<file path="src/rtl/uv_mqueue.sv">
// uv_mqueue: multi-channel FIFO. CH_NUM queues share one banked storage array,
// one write port and one read port, each steered by a channel index.
module uv_mqueue #(
    parameter int DAT_WIDTH  = 32,
    parameter int PTR_WIDTH  = 3,
    parameter int CH_NUM     = 4,
    parameter int CH_WIDTH   = 2,
    parameter bit ZERO_RDLY  = 1,
    parameter int AFULL_LVL  = (1 << PTR_WIDTH) - 1,
    parameter int AEMPTY_LVL = 1
) (
    input  logic                            clk,
    input  logic                            rst,
    input  logic                            wr_vld,
    input  logic [CH_WIDTH-1:0]             wr_ch,
    input  logic [DAT_WIDTH-1:0]            wr_dat,
    output logic                            wr_rdy,
    input  logic                            rd_vld,
    input  logic [CH_WIDTH-1:0]             rd_ch,
    output logic [DAT_WIDTH-1:0]            rd_dat,
    output logic                            rd_rdy,
    input  logic [CH_NUM-1:0]               clr,
    output logic [CH_NUM*(PTR_WIDTH+1)-1:0] len,
    output logic [CH_NUM-1:0]               full,
    output logic [CH_NUM-1:0]               empty,
    output logic [CH_NUM-1:0]               afull,
    output logic [CH_NUM-1:0]               aempty,
    output logic [CH_NUM-1:0]               ovf,
    output logic [CH_NUM-1:0]               udf
);
    localparam int QUE_DEPTH = 1 << PTR_WIDTH;
    localparam int LW        = PTR_WIDTH + 1;
    localparam int AW        = $clog2(CH_NUM * QUE_DEPTH);
    localparam logic [LW-1:0]        DEPTH_L = LW'(QUE_DEPTH);
    localparam logic [LW-1:0]        AF_L    = LW'(AFULL_LVL);
    localparam logic [LW-1:0]        AE_L    = LW'(AEMPTY_LVL);
    localparam logic [LW-1:0]        CNT_ONE = LW'(1);
    localparam logic [PTR_WIDTH-1:0] PTR_ONE = PTR_WIDTH'(1);

    logic [PTR_WIDTH-1:0] wr_ptr [CH_NUM];
    logic [PTR_WIDTH-1:0] rd_ptr [CH_NUM];
    logic [LW-1:0]        cnt    [CH_NUM];
    logic [DAT_WIDTH-1:0] mem    [CH_NUM*QUE_DEPTH];

    logic [CH_NUM-1:0]    wr_hit, rd_hit, wr_fire_c, rd_fire_c;
    logic [PTR_WIDTH-1:0] wr_slot, rd_slot;
    logic [AW-1:0]        waddr, raddr;
    logic [DAT_WIDTH-1:0] rd_head;

    // Channel decode: an out-of-range index hits no channel, so it can never fire.
    always_comb begin
        wr_hit    = '0;
        rd_hit    = '0;
        wr_fire_c = '0;
        rd_fire_c = '0;
        wr_slot   = '0;
        rd_slot   = '0;
        for (int c = 0; c < CH_NUM; c++) begin
            wr_hit[c]    = (wr_ch == CH_WIDTH'(c));
            rd_hit[c]    = (rd_ch == CH_WIDTH'(c));
            // Full uses registered state: a same-cycle pop does not make room.
            wr_fire_c[c] = wr_vld & wr_hit[c] & (clr[c] | ~full[c]);
            rd_fire_c[c] = rd_vld & rd_hit[c] & ~clr[c] & ~empty[c];
            // A clear restarts the channel, so a concurrent write lands in slot 0.
            if (wr_hit[c]) wr_slot = clr[c] ? '0 : wr_ptr[c];
            if (rd_hit[c]) rd_slot = rd_ptr[c];
        end
    end

    // Handshakes and flat addresses; {ch, ptr} equals ch*QUE_DEPTH + ptr.
    always_comb begin
        wr_rdy  = |(wr_hit & (clr | ~full));
        rd_rdy  = |(rd_hit & ~clr & ~empty);
        waddr   = AW'({wr_ch, wr_slot});
        raddr   = AW'({rd_ch, rd_slot});
        rd_head = (|rd_hit) ? mem[raddr] : '0;
    end

    // Storage array, intentionally not reset.
    always_ff @(posedge clk) begin
        if (|wr_fire_c) mem[waddr] <= wr_dat;
    end

    // Per-channel pointers, length and sticky error flags.
    always_ff @(posedge clk or posedge rst) begin
        if (rst) begin
            for (int c = 0; c < CH_NUM; c++) begin
                wr_ptr[c] <= '0;
                rd_ptr[c] <= '0;
                cnt[c]    <= '0;
            end
            ovf <= '0;
            udf <= '0;
        end else begin
            for (int c = 0; c < CH_NUM; c++) begin
                if (clr[c]) begin
                    wr_ptr[c] <= wr_fire_c[c] ? PTR_ONE : '0;
                    cnt[c]    <= wr_fire_c[c] ? CNT_ONE : '0;
                    rd_ptr[c] <= '0;
                    ovf[c]    <= 1'b0;
                    udf[c]    <= 1'b0;
                end else begin
                    if (wr_fire_c[c]) wr_ptr[c] <= wr_ptr[c] + PTR_ONE;
                    if (rd_fire_c[c]) rd_ptr[c] <= rd_ptr[c] + PTR_ONE;
                    case ({wr_fire_c[c], rd_fire_c[c]})
                        2'b10:   cnt[c] <= cnt[c] + CNT_ONE;
                        2'b01:   cnt[c] <= cnt[c] - CNT_ONE;
                        default: cnt[c] <= cnt[c];
                    endcase
                    if (wr_vld & wr_hit[c] & full[c])  ovf[c] <= 1'b1;
                    if (rd_vld & rd_hit[c] & empty[c]) udf[c] <= 1'b1;
                end
            end
        end
    end

    // Level flags decoded from the registered lengths.
    always_comb begin
        len    = '0;
        full   = '0;
        empty  = '0;
        afull  = '0;
        aempty = '0;
        for (int c = 0; c < CH_NUM; c++) begin
            len[c*LW +: LW] = cnt[c];
            full[c]         = (cnt[c] == DEPTH_L);
            empty[c]        = (cnt[c] == '0);
            afull[c]        = (cnt[c] >= AF_L);
            aempty[c]       = (cnt[c] <= AE_L);
        end
    end

    generate
        if (ZERO_RDLY) begin : g_comb_rd
            assign rd_dat = rd_head;
        end else begin : g_reg_rd
            logic [DAT_WIDTH-1:0] rd_q;
            // Capture the popped entry; held until the next pop.
            always_ff @(posedge clk or posedge rst) begin
                if (rst)             rd_q <= '0;
                else if (|rd_fire_c) rd_q <= rd_head;
            end
            assign rd_dat = rd_q;
        end
    endgenerate

endmodule
</file>
<file path="config.mk">
export PLATFORM = sky130hd
export DESIGN_NAME = uv_mqueue
export DESIGN_NICKNAME = d
export VERILOG_FILES = /design/src/rtl/uv_mqueue.sv
export SDC_FILE = /design/constraint.sdc
export NUM_CORES = 1
export LEC_CHECK = 0
export ABC_AREA = 1
export BUFFER_PORTS_ARGS = -buffer_cell sky130_fd_sc_hd__buf_2
export CAP_MARGIN = 0
export CORE_MARGIN = 5
export CORE_UTILIZATION = 40
export DETAILED_ROUTE_END_ITERATION = 8
export PLACE_DENSITY = 0.51
export SYNTH_ARGS = -nofsm -noshare
export SYNTH_HDL_FRONTEND = slang
export SYNTH_SLANG_ARGS = --single-unit
export TNS_END_PERCENT = 1
</file>
<file path="constraint.sdc">
create_clock -name clk -period 4.8 [get_ports clk]
set_clock_uncertainty 0.1 [all_clocks]
set_input_delay 0.24 -clock clk [delete_from_list [all_inputs] [get_ports clk]]
set_output_delay 0.24 -clock clk [all_outputs]
set_load 0.1 [all_outputs]
</file>
### After elaboration in Yosys (flattened, before gate mapping)

Memories as Yosys holds them, arrays and structs flattened.
Cells that the tools add are included.

| storage, ports and cells | value |
|---|---|
| memories | 1 |
| register bits | 48 |
| bits in writable memories | 1,024 |
| input port bits | 44 |

Memories:

| name | depth | width | rd ports | clocked after memory_dff | wr ports | line | text |
|---|---|---|---|---|---|---|---|
| mem | 32 | 32 | 1 | 0 | 1 | 43 | `logic [DAT_WIDTH-1:0] mem [CH_NUM*QUE_DEPTH];` |

| cells by class | value |
|---|---|
| $add $sub $neg | 16 |
| muxes and demuxes | 63 |
| bitwise gates (word level) | 51 |
| reduce and logical (&&, ||, !) cells | 30 |
| equality and inequality tests | 18 |
| magnitude comparators | 8 |

Operators with widths:

| kind | count |
|---|---|
| two-way mux 3 bit | 28 |
| two-way mux 32 bit | 1 |
| case mux 4 bit (2 select lines) | 4 |
| nonzero test 2 bit | 16 |
| bitwise AND 1 bit | 28 |
| two-way mux 1 bit | 26 |
| adder 3 x 1 -> 3 bit (second input constant) | 8 |
| adder 4 x 1 -> 4 bit (second input constant) | 4 |
| == test 2 bit (second input constant) | 8 |
| == test 4 bit (second input constant) | 4 |
| greater-or-equal comparator 4 x 3 -> 1 bit (second input constant) | 4 |
| <= comparator 4 x 1 -> 1 bit (second input constant) | 4 |
| zero test 4 bit | 4 |
| two-way mux 4 bit | 4 |
| OR reduction 4 bit | 4 |
| subtractor 4 x 1 -> 4 bit (second input constant) | 4 |
| bitwise AND 4 bit | 3 |
| == test 2 x 1 -> 1 bit (second input constant) | 6 |
| NOT 1 bit | 12 |
| NOT 4 bit | 3 |
| nonzero test 3 bit | 4 |
| zero test 2 bit | 2 |
| bitwise OR 1 bit | 4 |
| bitwise OR 4 bit | 1 |

### Logic depth before layout (Yosys ltp)

| depth | value |
|---|---|
| word-level depth | 7 |
| depth in mapped cells | 14 |

### Worst setup path after synthesis

No wires, ideal clock.

| timing | value |
|---|---|
| path type | flip-flop to flip-flop |
| start | register cnt (netlist bit len[1]) |
| end | memory mem[18][0], enable pin |
| arrival | 4.850 ns |
| library setup time | 0.397 ns |
| setup slack | -0.546 ns |
| cell stages (with the launch flop) | 10 |
| period minus slack after synthesis | 5.346 ns |
| required time | 4.303 ns |
| path through | dfrtp_1 -> inv_1 -> ha_1 -> inv_1 -> nor3_1 -> nand2_1 -> nand2_1 -> nand4_1 -> nand3_1 -> nor2_1 |

| on the way | value |
|---|---|
| cells in the longest elaborated chain, start to end | 7 |

Ends and longest elaborated chain:

| what | line | text |
|---|---|---|
| start, declared | 42 | `logic [LW-1:0] cnt [CH_NUM];` |
| start signal, assigned by index | 98 | `cnt[c] <= wr_fire_c[c] ? CNT_ONE : '0;` |
| start signal, assigned by index | 106 | `2'b10: cnt[c] <= cnt[c] + CNT_ONE;` |
| start signal, assigned by index | 107 | `2'b01: cnt[c] <= cnt[c] - CNT_ONE;` |
| == test 4 bit | 126 | `full[c] = (cnt[c] == DEPTH_L);` |
| via full[0] | 24 | `output logic [CH_NUM-1:0] full,` |
| NOT 1 bit | 62 | `wr_fire_c[c] = wr_vld & wr_hit[c] & (clr[c] \| ~full[c]);` |
| bitwise OR 1 bit | 62 |  |
| bitwise AND 1 bit | 62 |  |
| OR reduction 4 bit | 81 | `if (\|wr_fire_c) mem[waddr] <= wr_dat;` |
| two-way mux 1 bit | 81 |  |
| two-way mux 1 bit (not written as such) | 81 |  |
| end, declared | 43 |  |

The timed path passes the listed nets, and every way through them passes these cells.

### Worst setup path after layout

| timing | value |
|---|---|
| start | register rd_ptr[3] (netlist bit) |
| end | output port rd_dat[15] |

| on the way | value |
|---|---|
| cells in the longest elaborated chain, start to end | 4 |

Ends and longest elaborated chain:

| what | line | text |
|---|---|---|
| start, declared | 41 | `logic [PTR_WIDTH-1:0] rd_ptr [CH_NUM];` |
| start signal, assigned by index | 104 | `if (rd_fire_c[c]) rd_ptr[c] <= rd_ptr[c] + PTR_ONE;` |
| two-way mux 3 bit (2 in series) | 66 | `if (rd_hit[c]) rd_slot = rd_ptr[c];` |
| memory read (32 x 32 bit) | n/a |  |
| two-way mux 32 bit | 76 | `rd_head = (\|rd_hit) ? mem[raddr] : '0;` |
| end, declared | 20 | `output logic [DAT_WIDTH-1:0] rd_dat,` |

Every way passes these cells.

==> summary.txt <==
Clocking
  • TritonCTS Buffers: 112
  • Worst skew pair latency: about 0.7 ns
  • Clk sinks: 1072
  • Clk buf depth: 3
  • Post-CTS setup buffers: 0
  • CTS resizes: 0
  • Clock transition at path regs: 0.06 ns
  • H-tree levels: 3
  • CTS tree: built
  • Clock root buffer: clkbuf_16

Worst hold path
  • Hold Path Stages: 1
  • Worst hold path class: in -> reg
  • Hold EP: mem[22][13]$_DFFE_PP_
  • Hold Startpoint: wr_dat[13]

Synth
  • #FFs+latches synth: approximately 1100
  • Area contributors post-synth: edfxtp_1 70%, nand3_1 11%, nand2_1 10%, dfrtp_1 2.7%, buf_2 2.0%
  • Synth top area share: 70.0%
  • Largest area contributor in the netlist: edfxtp_1
  • Share of synthesized registers carrying an async set or reset: 4.48%
  • Top FF cell, synth: edfxtp_1
  • Cell Area, Synth: 0.0439 mm2
  • Sequential area share after synthesis: 72.7%
  • Synth Warn #: 0
  • Cell variety after synth: 34
  • Mapped Cells: 3748
  • EDFF count, synth: 1024
  • Post-synthesis area per instance: 11.7 um2
  • Post-synth net total: 3812

Finish
  • Post-Layout Cell Count: 5422
  • Share of cells above drive strength 1: 10.5%
  • Most common cell after layout, fill and taps aside: nand2_1
  • Final nets: 3970
  • Sequential cell area: 0.0320 mm2
  • Commonest cells after routing, fill and taps aside: 1181 x nand2_1, 1024 x edfxtp_1, 926 x nand3_1
  • Layout area overhead: 15.7%
  • Layout fillers: between 9000 and 10000
  • Multi-input logic area: roughly 0.011 mm2
  • Core Util, Final: around 47%

Power
  • Pwr Density: 444 mW/mm2
  • Static leakage: 0.0186 uW
  • Max IR drop VDD: 0.504 mV

Setup path
  • Crit Path Category: reg -> out
  • CP endpoint kind: output port
  • CP peak stage delay: 0.79 ns
  • Critical path cell sequence: inv_1 -> nand3_1 -> nand2_1 -> nor2_4 -> buf_4 -> buf_4 -> nand2_1 -> nand3_1 -> nand3_1 -> nand3_1 -> nand2_1 -> nor2_1 -> buf_2
  • Worst EP required: 4.46 ns
  • Worst setup path startpoint: rd_ptr[3]$_DFFE_PP0P_
  • R2r setup slk: just under 0.9 ns
  • Worst path most repeated cell: nand3_1
  • Critical Path Slowest Stage Cell: nor2_4
  • Reg2Reg Capture Point: mem[26][10]$_DFFE_PP_
  • FF-to-FF path depth: 10
  • Critical path arrival: 3.95 ns
  • Worst-path maximum fanout: 17
  • Crit path launch type: register
  • Reg2Reg Launch Point: len[0]$_DFFE_PP0P_

Floorplan
  • Die X: 341 um
  • Row count: 121
  • Die H: between 300 and 400 um
  • Die ar.: 0.117 mm2
  • # IOs: roughly 120
  • Initial core utilization: 40.3%
  • Core box area: about 0.11 mm2

Global routing
  • Global-route wire length before repair: 196000 um
  • Gr usage total: between 20% and 30%
  • Largest net degree at the start of global routing: about 130
  • GR Overflow Total: 0
  • Vias in the first global route: 27900
  • Initial antenna violation count: 17

Timing
  • Setup_tns: 0 ns
  • Max-slew violation count: 0
  • Slew @ Worst Pin: between 1 and 1.5 ns
  • RSZ-0062 raised after global routing: no
  • Final hold vios: 0
  • Final setup margin: 0.513 ns
  • Tcrit/Tclk final: 89.3%
  • Period minus WS final: around 4.3 ns
  • Max_slew headroom: 30.9%
  • Max Clk Rate: 0.233 GHz
  • Setup violators final: 0

Route
  • First-pass DRT Iterations: 5
  • DRT Wirelength: around 140000 um
  • Initial DRC count: 2842
  • DRC: 0
  • WL per Instance: 24.9 um
  • Vias: 29400
  • Antenna-violating nets left: 0
  • Vias/cell: 5.41

Job
  • Maxcap violations: 0

Placed design
  • Count of port buffers added during placement: about 120
  • Inst Count DP: 5163
  • Hpwl dp: about 70000 um
  • GP Congestion: around 0.77
  • Setup WS pre-CTS: 0.889 ns

Status
  • Status: finished, final reports clean
-- critical path: cells and delay by family, from the launching register on --
kind | cells | cell delay, ns
AND/OR/NAND/NOR | 9 | 1.69
buffers and inverters | 4 | 1.15
flip-flops | 1 | 0.39
-- layer usage --
| layer | part of all wire (%) | track usage, % |
|---|---|---|
| met3 | 6.3 | 3.55 |
| met5 | 0.044 | 0 |
| met2 | 47 | 36.1 |
| met4 | 2.5 | 6.12 |
| met1 | 45 | 33.0 |
-- timing repair --
action                                  4_1_cts  5_1_grt
hold buffers                                 43        0
endpoints found under the hold margin       980        0
endpoints found under the setup margin        0        0
-- per-stage QoR --
stage / power, uW / hold WS [ns] / instance area (um2)
floorplan: 13100 / 0.206 / 43900
global placement: 14100 / 0.353 / 46700
detailed placement: 14100 / 0.365 / 46700
CTS: 22700 / 0.00599 / 50800
global route: 23400 / 0.0504 / 50800
finish: 22600 / 0.0223 / 50800
-- flip-flops by register name (all words and copies together), names as in the netlist --
| signal | cells |
|---|---|
| ovf | 4 |
| rd_ptr | 12 |
| mem | 1024 |
| len | 16 |
| udf | 4 |
| wr_ptr | 12 |
-- final cells by class --
| type | count | area share, % |
|---|---|---|
| multi-input cells | 2352 | 21.1 |
| diodes | 7 | 0.0345 |
| clock buffers | 142 | 5.99 |
| clock inverters | 67 | 1.14 |
| flip-flops and latches | 1072 | 62.9 |
| inverters | 107 | 0.800 |
| repair buffers | 261 | 4.55 |
| well taps | 1414 | 3.48 |
-- worst max path at each step --
| stage | to |
|---|---|
| floorplan | mem[10][0]$_DFFE_PP_ |
| global placement | mem[26][24]$_DFFE_PP_ |
| detailed placement | mem[26][10]$_DFFE_PP_ |
| CTS | rd_dat[15] |
| global route | rd_dat[15] |
| finish | rd_dat[15] |
-- cell families (layout without fill, tap and decap cells) --
| family | Yosys count | count (layout) | share of synthesized area, % |
|---|---|---|---|
| and+or+nand+nor | 2233 | 2233 | 21.8 |
| AOI/OAI and AO/OA | 80 | 80 | 1.05 |
| xor gates and xnor gates | 18 | 18 | 0.359 |
| buffers and inverters | 324 | 577 | 3.43 |
| adders and majority gates | 20 | 20 | 0.570 |
| DFF | 1072 | 1072 | 72.7 |
| muxes | 1 | 1 | 0.0228 |
| other | 0 | 7 | 0 |
-- report_power, final --
part / internal, uW / leakage, uW / switching, uW / total [uW]
registers: 10400 / 0.00988 / 74.9 / 10400
clock network: 4990 / 0.00176 / 3620 / 8610
logic: 792 / 0.00698 / 2730 / 3530
total: 16200 / 0.0186 / 6420 / 22600
-- Yosys cell counts (2+ instances only) --
master    number
nand2_1     1181
edfxtp_1    1024
nand3_1      926
buf_2        172
nor2_1       112
inv_1        100
dfrtp_1       48
o21ai_0       42
ha_1          20
buf_4         19
clkbuf_1      17
xor2_1        14
a21oi_1        9
buf_1          7
inv_2          7
nand4_1        6
a31oi_1        5
o211ai_1       5
o21a_1         4
o22ai_1        4
xnor2_1        4
o21ai_1        3
a22o_1         2
clkbuf_2       2
nand2_2        2
nor2_4         2
nor3_1         2
o21bai_1       2
o31ai_1        2
(Power assumes the default switching activity.)
